### src/rtl/shared_pkg.sv
// Shared FIFO constants plus the read-controller state type.
package shared_pkg;

   localparam int FIFO_WIDTH     = 16;
   localparam int FIFO_DEPTH     = 8;
   localparam int SKID_DEPTH_DEF = 3;

   typedef enum logic [1:0] {RD_IDLE, RD_ACTIVE, RD_STOP} rd_state_e;

endpackage

### src/rtl/skid_buf.sv
// Circular buffer holding FIFO words that are in flight to the stream consumer.
// The head entry is presented directly as stream data.
module skid_buf #(
   parameter int WIDTH = 16,
   parameter int DEPTH = 3
) (
   input  logic             clk,
   input  logic             rst_n,
   input  logic             push,
   input  logic [WIDTH-1:0] push_data,
   input  logic             pop,
   output logic [2:0]       occupancy,
   output logic [WIDTH-1:0] head_data
);

   localparam int PTR_W = (DEPTH > 2) ? 2 : 1;
   localparam logic [PTR_W-1:0] LAST_PTR = PTR_W'(DEPTH - 1);
   localparam logic [2:0]       FULL_OCC = 3'(DEPTH);

   logic [WIDTH-1:0] mem_q [DEPTH];
   logic [WIDTH-1:0] mem_d [DEPTH];
   logic [PTR_W-1:0] wr_ptr_q, wr_ptr_d;
   logic [PTR_W-1:0] rd_ptr_q, rd_ptr_d;
   logic [2:0]       occ_q, occ_d;

   always_comb begin
      mem_d    = mem_q;
      wr_ptr_d = wr_ptr_q;
      rd_ptr_d = rd_ptr_q;
      occ_d    = occ_q;
      if (push) begin
         mem_d[wr_ptr_q] = push_data;
         wr_ptr_d        = (wr_ptr_q == LAST_PTR) ? '0 : wr_ptr_q + 1'b1;
      end
      if (pop) begin
         rd_ptr_d = (rd_ptr_q == LAST_PTR) ? '0 : rd_ptr_q + 1'b1;
      end
      case ({push, pop})
         2'b10:   occ_d = occ_q + 3'd1;
         2'b01:   occ_d = occ_q - 3'd1;
         default: occ_d = occ_q;
      endcase
   end

   always_ff @(posedge clk or negedge rst_n) begin
      if (!rst_n) begin
         mem_q    <= '{default: '0};
         wr_ptr_q <= '0;
         rd_ptr_q <= '0;
         occ_q    <= '0;
      end else begin
         mem_q    <= mem_d;
         wr_ptr_q <= wr_ptr_d;
         rd_ptr_q <= rd_ptr_d;
         occ_q    <= occ_d;
      end
   end

   assign occupancy = occ_q;
   assign head_data = mem_q[rd_ptr_q];

   // Read credits upstream must keep the buffer from ever overflowing or being over-popped.
   a_no_push_full: assert property (@(posedge clk) disable iff (!rst_n)
      !(push && occ_q == FULL_OCC));
   a_no_pop_empty: assert property (@(posedge clk) disable iff (!rst_n)
      !(pop && occ_q == 3'd0));

endmodule

### src/rtl/fifo_rd_ctrl.sv
// FIFO read-side controller: issues credit-limited reads, absorbs the 1-cycle
// read latency in a skid buffer and presents the words as a valid/ready stream.
module fifo_rd_ctrl #(
   parameter int FIFO_WIDTH = shared_pkg::FIFO_WIDTH,
   parameter int SKID_DEPTH = shared_pkg::SKID_DEPTH_DEF,
   parameter int CNT_W      = 16
) (
   input  logic                  clk,
   input  logic                  rst_n,
   input  logic                  enable,
   input  logic                  empty,
   input  logic                  underflow,
   input  logic [FIFO_WIDTH-1:0] data_out,
   output logic                  rd_en,
   output logic                  m_valid,
   input  logic                  m_ready,
   output logic [FIFO_WIDTH-1:0] m_data,
   output logic                  busy,
   output logic [CNT_W-1:0]      word_cnt,
   output logic                  err_underflow
);

   import shared_pkg::*;

   localparam logic [2:0] SKID_DEPTH_C = 3'(SKID_DEPTH);

   rd_state_e        state_q, state_d;
   logic             inflight_q, inflight_d;
   logic [CNT_W-1:0] word_cnt_q, word_cnt_d;
   logic             err_q, err_d;
   logic [2:0]       occupancy;
   logic [2:0]       credit_used;
   logic             push, pop;

   always_ff @(posedge clk or negedge rst_n) begin
      if (!rst_n) state_q <= RD_IDLE;
      else        state_q <= state_d;
   end

   always_comb begin
      state_d = state_q;
      case (state_q)
         RD_IDLE:   if (enable) state_d = RD_ACTIVE;
         RD_ACTIVE: if (!enable) state_d = RD_STOP;
         RD_STOP: begin
            if (enable)
               state_d = RD_ACTIVE;
            else if (!inflight_q && occupancy == 3'd0)
               state_d = RD_IDLE;
         end
         default:   state_d = RD_IDLE;
      endcase
   end

   // A read is only issued when a buffer slot is guaranteed for its data,
   // counting the word already on its way back from the FIFO.
   always_comb begin
      credit_used = occupancy + {2'b00, inflight_q};
      rd_en       = (state_q == RD_ACTIVE) && !empty && (credit_used < SKID_DEPTH_C);
      busy        = (state_q != RD_IDLE);
      m_valid     = (occupancy != 3'd0);
      push        = inflight_q && !underflow;
      pop         = m_valid && m_ready;
      inflight_d  = rd_en;
      word_cnt_d  = pop ? word_cnt_q + CNT_W'(1) : word_cnt_q;
      err_d       = err_q || (inflight_q && underflow);
   end

   always_ff @(posedge clk or negedge rst_n) begin
      if (!rst_n) begin
         inflight_q <= 1'b0;
         word_cnt_q <= '0;
         err_q      <= 1'b0;
      end else begin
         inflight_q <= inflight_d;
         word_cnt_q <= word_cnt_d;
         err_q      <= err_d;
      end
   end

   skid_buf #(
      .WIDTH (FIFO_WIDTH),
      .DEPTH (SKID_DEPTH)
   ) u_skid (
      .clk       (clk),
      .rst_n     (rst_n),
      .push      (push),
      .push_data (data_out),
      .pop       (pop),
      .occupancy (occupancy),
      .head_data (m_data)
   );

   assign word_cnt      = word_cnt_q;
   assign err_underflow = err_q;

endmodule
### config.mk
export PLATFORM = sky130hd
export DESIGN_NAME = fifo_rd_ctrl
export DESIGN_NICKNAME = d
export VERILOG_FILES = /design/src/rtl/shared_pkg.sv /design/src/rtl/skid_buf.sv /design/src/rtl/fifo_rd_ctrl.sv
export SDC_FILE = /design/constraint.sdc
export NUM_CORES = 1
export LEC_CHECK = 0
export BUFFER_PORTS_ARGS = -buffer_cell sky130_fd_sc_hd__buf_2
export CAP_MARGIN = 20
export CORE_ASPECT_RATIO = 0.75
export CORE_MARGIN = 4
export CORE_UTILIZATION = 60
export DETAILED_ROUTE_END_ITERATION = 8
export PLACE_DENSITY_LB_ADDON = 0.08
export SLEW_MARGIN = 10
export SYNTH_ARGS = -nofsm -noshare
export SYNTH_HDL_FRONTEND = slang
export SYNTH_SLANG_ARGS = --single-unit
### constraint.sdc
create_clock -name clk -period 3.38 [get_ports clk]
set_input_delay 0.338 -clock clk [delete_from_list [all_inputs] [get_ports clk]]
set_output_delay 0.338 -clock clk [all_outputs]
set_load 0.01 [all_outputs]
==> results.cfg, run 1 <==
[status]
status = completed

[logic_synthesis]
synth.distinct_cells = 32
syn_inst = 259
synth-main-ff-cell = dfrtp_1
synthArstFlopShare_pct = 100
syn_nets = 286
netlist_area_um2 = 3380
synth-seq-cells = 75
synth-seq-area-share_pct = 55.6
synth_warnings = 0
avgSynthCellArea_um2 = 13.0
synth_edf_count = 0

[floorplan]
io_pins = 58
dieArea_um2 = 6910
coreArea_um2 = 5410
fp-row-count = 23
die_h_um = 73.0
start_util_pct = 62.4
fp.dieW_um = 94.6

[drt]
vias = 2106
vias_per_cell = 5.29
drt_pass1_iterations = 4
drtIter0Drc = 57
antenna_left = 0
wire_per_inst_um = 15.2
routed_wl_um = 6050
drc = 0

[run]
maxCapViolations = 0

[setup_path]
crit_required_ns = 3.04
cpPeakStageDelay_ns = 0.71
arrival_ns = 2.08
crit_start = u_skid.rd_ptr_q[1]
path_max_fanout = 20
crit_path_end_kind = output pin
path_delay_family = flip-flops
reg2reg_from = u_skid.occupancy[0]
cp_num_buf_inv = 2
slowest_stage = dfrtp_1
start_kind = register
cp_cell_sequence = nor2b_1, buf_4, nand2_1, o21ai_0, buf_2
path_class = register to output pin

[place]
place.gp.congestion = 0.766
hpwl_um = 4090
io_buffers = 57
place_ws_ns = 1.18

[clock_tree]
clk_latency_ns = 0.34
ctsHoldBuffers = 0
cts_tree = built
post_cts_buffers = 0
h-tree-depth = 3
clockRootBuffer = clkbuf_8
path_clk_slew_ns = 0.07
cts_buffers = 9
cts_resized = 0
cts.path.max_buffers = 2
cts.sinks = 75

[pwr]
p_leak_nw = 1.93
total_power_mw = 3.29
power_density_nw_per_um2 = 836
pwr-share-comb_pct = 31.1
switching_share_pct = 31.8
ir_drop_mv = 0.533
switching_power_mw = 1.04
internal-power_mw = 2.24
clockPowerShare_pct = 24.1
p_seq_share_pct = 44.8

[global_routing]
track_usage_pct = 19.9
grt_pass1_vias = 2217
gr-total-overflow = 0
grt_max_degree = 76
grt_first_pass_wirelength_um = 10400
antenna_found_initial = 0

[timing]
maxSlewHeadroom_pct = 38.0
hold_violations = 0
totalNegativeSetupSlack_ns = 0
layout_setup_ws_ns = 0.963
worst_pin_slew_ns = 0.929
finalClockSkew_ns = 0.0105
hold_slack_ns = 0.127
period_share_pct = 71.5
period_minus_slack_ns = 2.42
setup_violations = 0
fmax_mhz = 414
drv_slew = 0
rsz0062_at_grt = false

[hold_path]
hold_class = input port to async pin

[layout]
final_nets = 346
final_common_cell = dfrtp_1
layout_common_cells = dfrtp_1, buf_2, mux2_2
antenna-diode-count = 0
area.growth.synth_to_final_pct = 16.4
drive_gt1_share_pct = 40.6
fillers = 408
final cells by class:
cell class / count / area [um2] / area share (%)
tap: 75 / 93.8 / 2.39
sequential: 75 / 1880 / 47.7
multi-input combinational: 169 / 1410 / 35.8
inverter: 5 / 18.8 / 0.477
timing repair buffer: 59 / 303 / 7.70
clock inverter: 5 / 103 / 2.61
clock buffer: 10 / 128 / 3.25
flip-flops by register name (all words and copies together) (netlist names):
signal            cells
word_cnt             16
state_q               2
u_skid.mem_q         48
u_skid.wr_ptr_q       2
u_skid.rd_ptr_q       2
u_skid.occupancy      3
err_underflow         1
inflight_q            1
through the flow:
step	instances	instance area [um2]	util, %
6_report	398	3930	72.7
5_1_grt	398	3930	72.7
3_5_place_dp	383	3700	68.4
2_1_floorplan	259	3380	-
4_1_cts	398	3930	72.7
3_3_place_gp	383	3700	68.4
cells in the mapped netlist (all sizes together) (2+ instances only):
master / n / area (um2)
nand2b: 2 / 12.5
nor3: 5 / 41.3
or2: 2 / 12.5
xnor2: 13 / 114
nand2: 27 / 101
buf: 6 / 58.8
inv: 5 / 18.8
nor3b: 2 / 37.5
nor2: 3 / 11.3
a21o: 4 / 33.8
o21ai: 18 / 90.1
xor2: 6 / 52.6
clkbuf: 4 / 15.0
nand4: 4 / 25.0
nand3: 4 / 20.0
ha: 4 / 50.1
and3: 2 / 12.5
nor2b: 2 / 12.5
dfrtp: 75 / 1880
mux2i: 17 / 170
mux2: 48 / 541
power groups by stage:
stage          Clock (mW)  Combinational, mW  Sequential, mW
2_1_floorplan           0              0.731            1.43
3_5_place_dp            0               1.04            1.49
3_3_place_gp            0               1.01            1.48
4_1_cts             0.806               1.04            1.47
6_report            0.791               1.02            1.47
5_1_grt             0.846               1.15            1.52
path summary, 6_finish.rpt:
kind | to | slack, ns | cells after the start
hold / removal | u_skid.mem_q[2] | 0.13 | 1
setup reg to reg | u_skid.occupancy[2] | 1.24 | 8
max in group asynchronous | u_skid.mem_q[24] | 2.64 | 1
setup / recovery | m_data[0] | 0.96 | 5
min in group clk | state_q[1] | 0.16 | 2
hold reg to reg | err_underflow | 0.46 | 1
per-layer routing:
metal  up-vias  global-route usage [%]  part of all wire (%)
met3         8                    6.29                   4.7
met5         -                       0                     0
met4         0                    6.88                   1.1
met1      1039                    26.5                    48
li1       1016                       -                     -
met2        43                    31.2                    46
kinds of logic after synthesis:
kind of cell               synth area share, %
DFF                                       55.6
muxes                                     21.0
and+or+nand+nor                           8.74
AOI/OAI and AO/OA                         4.93
xor gates and xnor gates                  4.93
buffers and inverters                     2.74
adders and majority gates                 2.07
Note: power is estimated with default switching activity, not from simulation.
==> inputs of run 2 (changes only) <==
--- a/config.mk
+++ b/config.mk
@@ -9,7 +9,7 @@
 export CAP_MARGIN = 20
 export CORE_ASPECT_RATIO = 0.75
 export CORE_MARGIN = 4
-export CORE_UTILIZATION = 60
+export CORE_UTILIZATION = 50
 export DETAILED_ROUTE_END_ITERATION = 8
 export PLACE_DENSITY_LB_ADDON = 0.08
 export SLEW_MARGIN = 10
==> constraint.sdc (replaced) <==
create_clock -name clk -period 2 [get_ports clk]
set_input_delay 0.2 -clock clk [delete_from_list [all_inputs] [get_ports clk]]
set_output_delay 0.2 -clock clk [all_outputs]
set_load 0.01 [all_outputs]
==> run 2 against run 1 <==
Net effect: sequential power grew 67%; die area grew 18%; critical path depth shrank 1; clock skew shrank 0.0048 ns; cell count grew 4.8%; highest routed layer unchanged; design area grew 3.5%; first-iteration DRC count grew 35%.
==> results.cfg, run 2 (synthesized netlist as in run 1, its figures left out) <==
[status]
status = completed

[setup_path]
arrival_ns = 1.69
path_class = register to output pin
cp_cell_sequence = ha_2, ha_4, a2111oi_4, buf_2
cp_num_buf_inv = 1
crit_required_ns = 1.80
cpPeakStageDelay_ns = 0.41
slowest_stage = dfrtp_2
start_kind = register
crit_path_end_kind = output pin
path_max_fanout = 2
path_delay_family = adder cells

[layout]
drive_gt1_share_pct = 44.6
final_nets = 359
multi_input_area_um2 = 1450
largest_reg_flops = 48
final_common_cell = dfrtp_1
fillers = 522
fin_util_pct = 63.1
layout_common_cells = dfrtp_1, buf_2, mux2_2
instances_no_fill = 417
area.growth.synth_to_final_pct = 20.4
antenna-diode-count = 0
top_register = u_skid.mem_q
seq_area_um2 = 1880

[floorplan]
fp-row-count = 25
io_pins = 58
die_h_um = 79.2
fp.dieW_um = 103
dieArea_um2 = 8150
start_util_pct = 52.4
coreArea_um2 = 6440

[global_routing]
grt_first_pass_wirelength_um = 11300
gr-max-usage-layer = met2
met1_usage_pct = 24.9
use_met3_pct = 6.06
grt_pass1_vias = 2315
track_usage_pct = 18.1
grt_max_degree = 48
gr-total-overflow = 0
antenna_found_initial = 0
grt_use_met2_pct = 27.3

[clock_tree]
h-tree-depth = 3
clk_latency_ns = 0.34
cts_buffers = 9
cts.sinks = 75
path_clk_slew_ns = 0.07
clockRootBuffer = clkbuf_8
cts_tree = built
cts.path.max_buffers = 2

[timing]
worst_pin_slew_ns = 0.449
hold_slack_ns = 0.0418
period_minus_slack_ns = 1.89
fmax_mhz = 529
setup_violations = 0
finalClockSkew_ns = 0.00570
rsz0062_at_grt = false
drv_slew = 0
totalNegativeSetupSlack_ns = 0
maxSlewHeadroom_pct = 69.9
hold_violations = 0
period_share_pct = 94.5

[drt]
drtIter0Drc = 77
wire_per_inst_um = 15.7
drt_pass1_iterations = 4
drc = 0
antenna_left = 0
vias = 2191
vias_per_cell = 5.25
routed_wl_um = 6540

[pwr]
internal-power_mw = 3.61
p_seq_share_pct = 45.0
clockPowerShare_pct = 19.3
switching_power_mw = 1.83
p_leak_nw = 1.98
ir_drop_mv = 0.659
switching_share_pct = 33.6
power_density_nw_per_um2 = 1340
pwr-share-comb_pct = 35.7

[run]
maxCapViolations = 0

[hold_path]
hold_class = input port to register

[place]
io_buffers = 57
place.gp.congestion = 0.787
hpwl_um = 4420
post-place-cells = 398
[run 2: changes by cell type in the layout (fill, tap and decap cells not counted), sizes merged]
| cell | change |
|---|---|
| clkinvlp | -1 |
| bufinv | -3 |
| clkbuf | +3 |
| buf | +11 |
| dlygate4sd3 | +2 |
| clkinv | +1 |
[run 2: final cells by class]
cell class,instances,share of cell area (%)
well taps,81,2.49
clock inverters,2,0.246
repair buffers,72,10.9
clock buffers,13,4.15
multi-input cells,169,35.6
inverters,5,0.461
flip-flops and latches,75,46.2
[run 2: path summary, 6_finish.rpt]
path	from	to	slack, ns	depth (start not counted)
max	u_skid.occupancy[0]	rd_en	0.11	4
min	empty	inflight_q	0.04	2
max reg2reg	u_skid.occupancy[0]	u_skid.occupancy[2]	0.14	9
min reg2reg	err_underflow	err_underflow	0.46	1
max in group asynchronous	rst_n	u_skid.occupancy[0]	1.10	3
min in group asynchronous	rst_n	u_skid.mem_q[20]	0.32	2
[run 2: worst register-to-register path, stage by stage (launching register included)]
cell and delay [ns]:
dfrtp_2 0.41, buf_4 0.16, o31ai_4 0.25, inv_2 0.09, ha_2 0.19, inv_1 0.07, fa_1 0.18, xor2_1 0.16
nor2_1 0.08, xor2_1 0.15
[run 2: per-stage QoR]
stage | setup WS, ns | total power [mW] | area [um2]
after floorplan | 0.113 | 3.65 | 3380
after global placement | 0.209 | 4.28 | 3810
after detailed placement | 0.147 | 4.34 | 3810
after CTS | 0.0224 | 5.49 | 4060
after global routing | 0.0136 | 5.88 | 4070
final | 0.110 | 5.44 | 4070
[run 2: repair_timing]
action | CTS | global route
resized for setup | 5 | 5
hold buffers | 2 | 0
setup endpoints to repair | 1 | 4
pin swaps | 0 | 1
setup buffers | 2 | 0
endpoints found under the hold margin | 29 | 0
[run 2: per-layer routing]
metal  wire (um)  vias to the layer above
met5           0                        -
met4         106                        0
met3         340                       12
met2        2980                       51
met1        3120                     1074
li1            -                     1054
[run 2: power groups by stage]
stage	Clock (mW)	Combinational, mW	Sequential, mW
3_5_place_dp	0	1.87	2.47
2_1_floorplan	0	1.23	2.42
5_1_grt	1.16	2.19	2.52
6_report	1.05	1.94	2.45
3_3_place_gp	0	1.83	2.45
4_1_cts	1.09	1.96	2.44
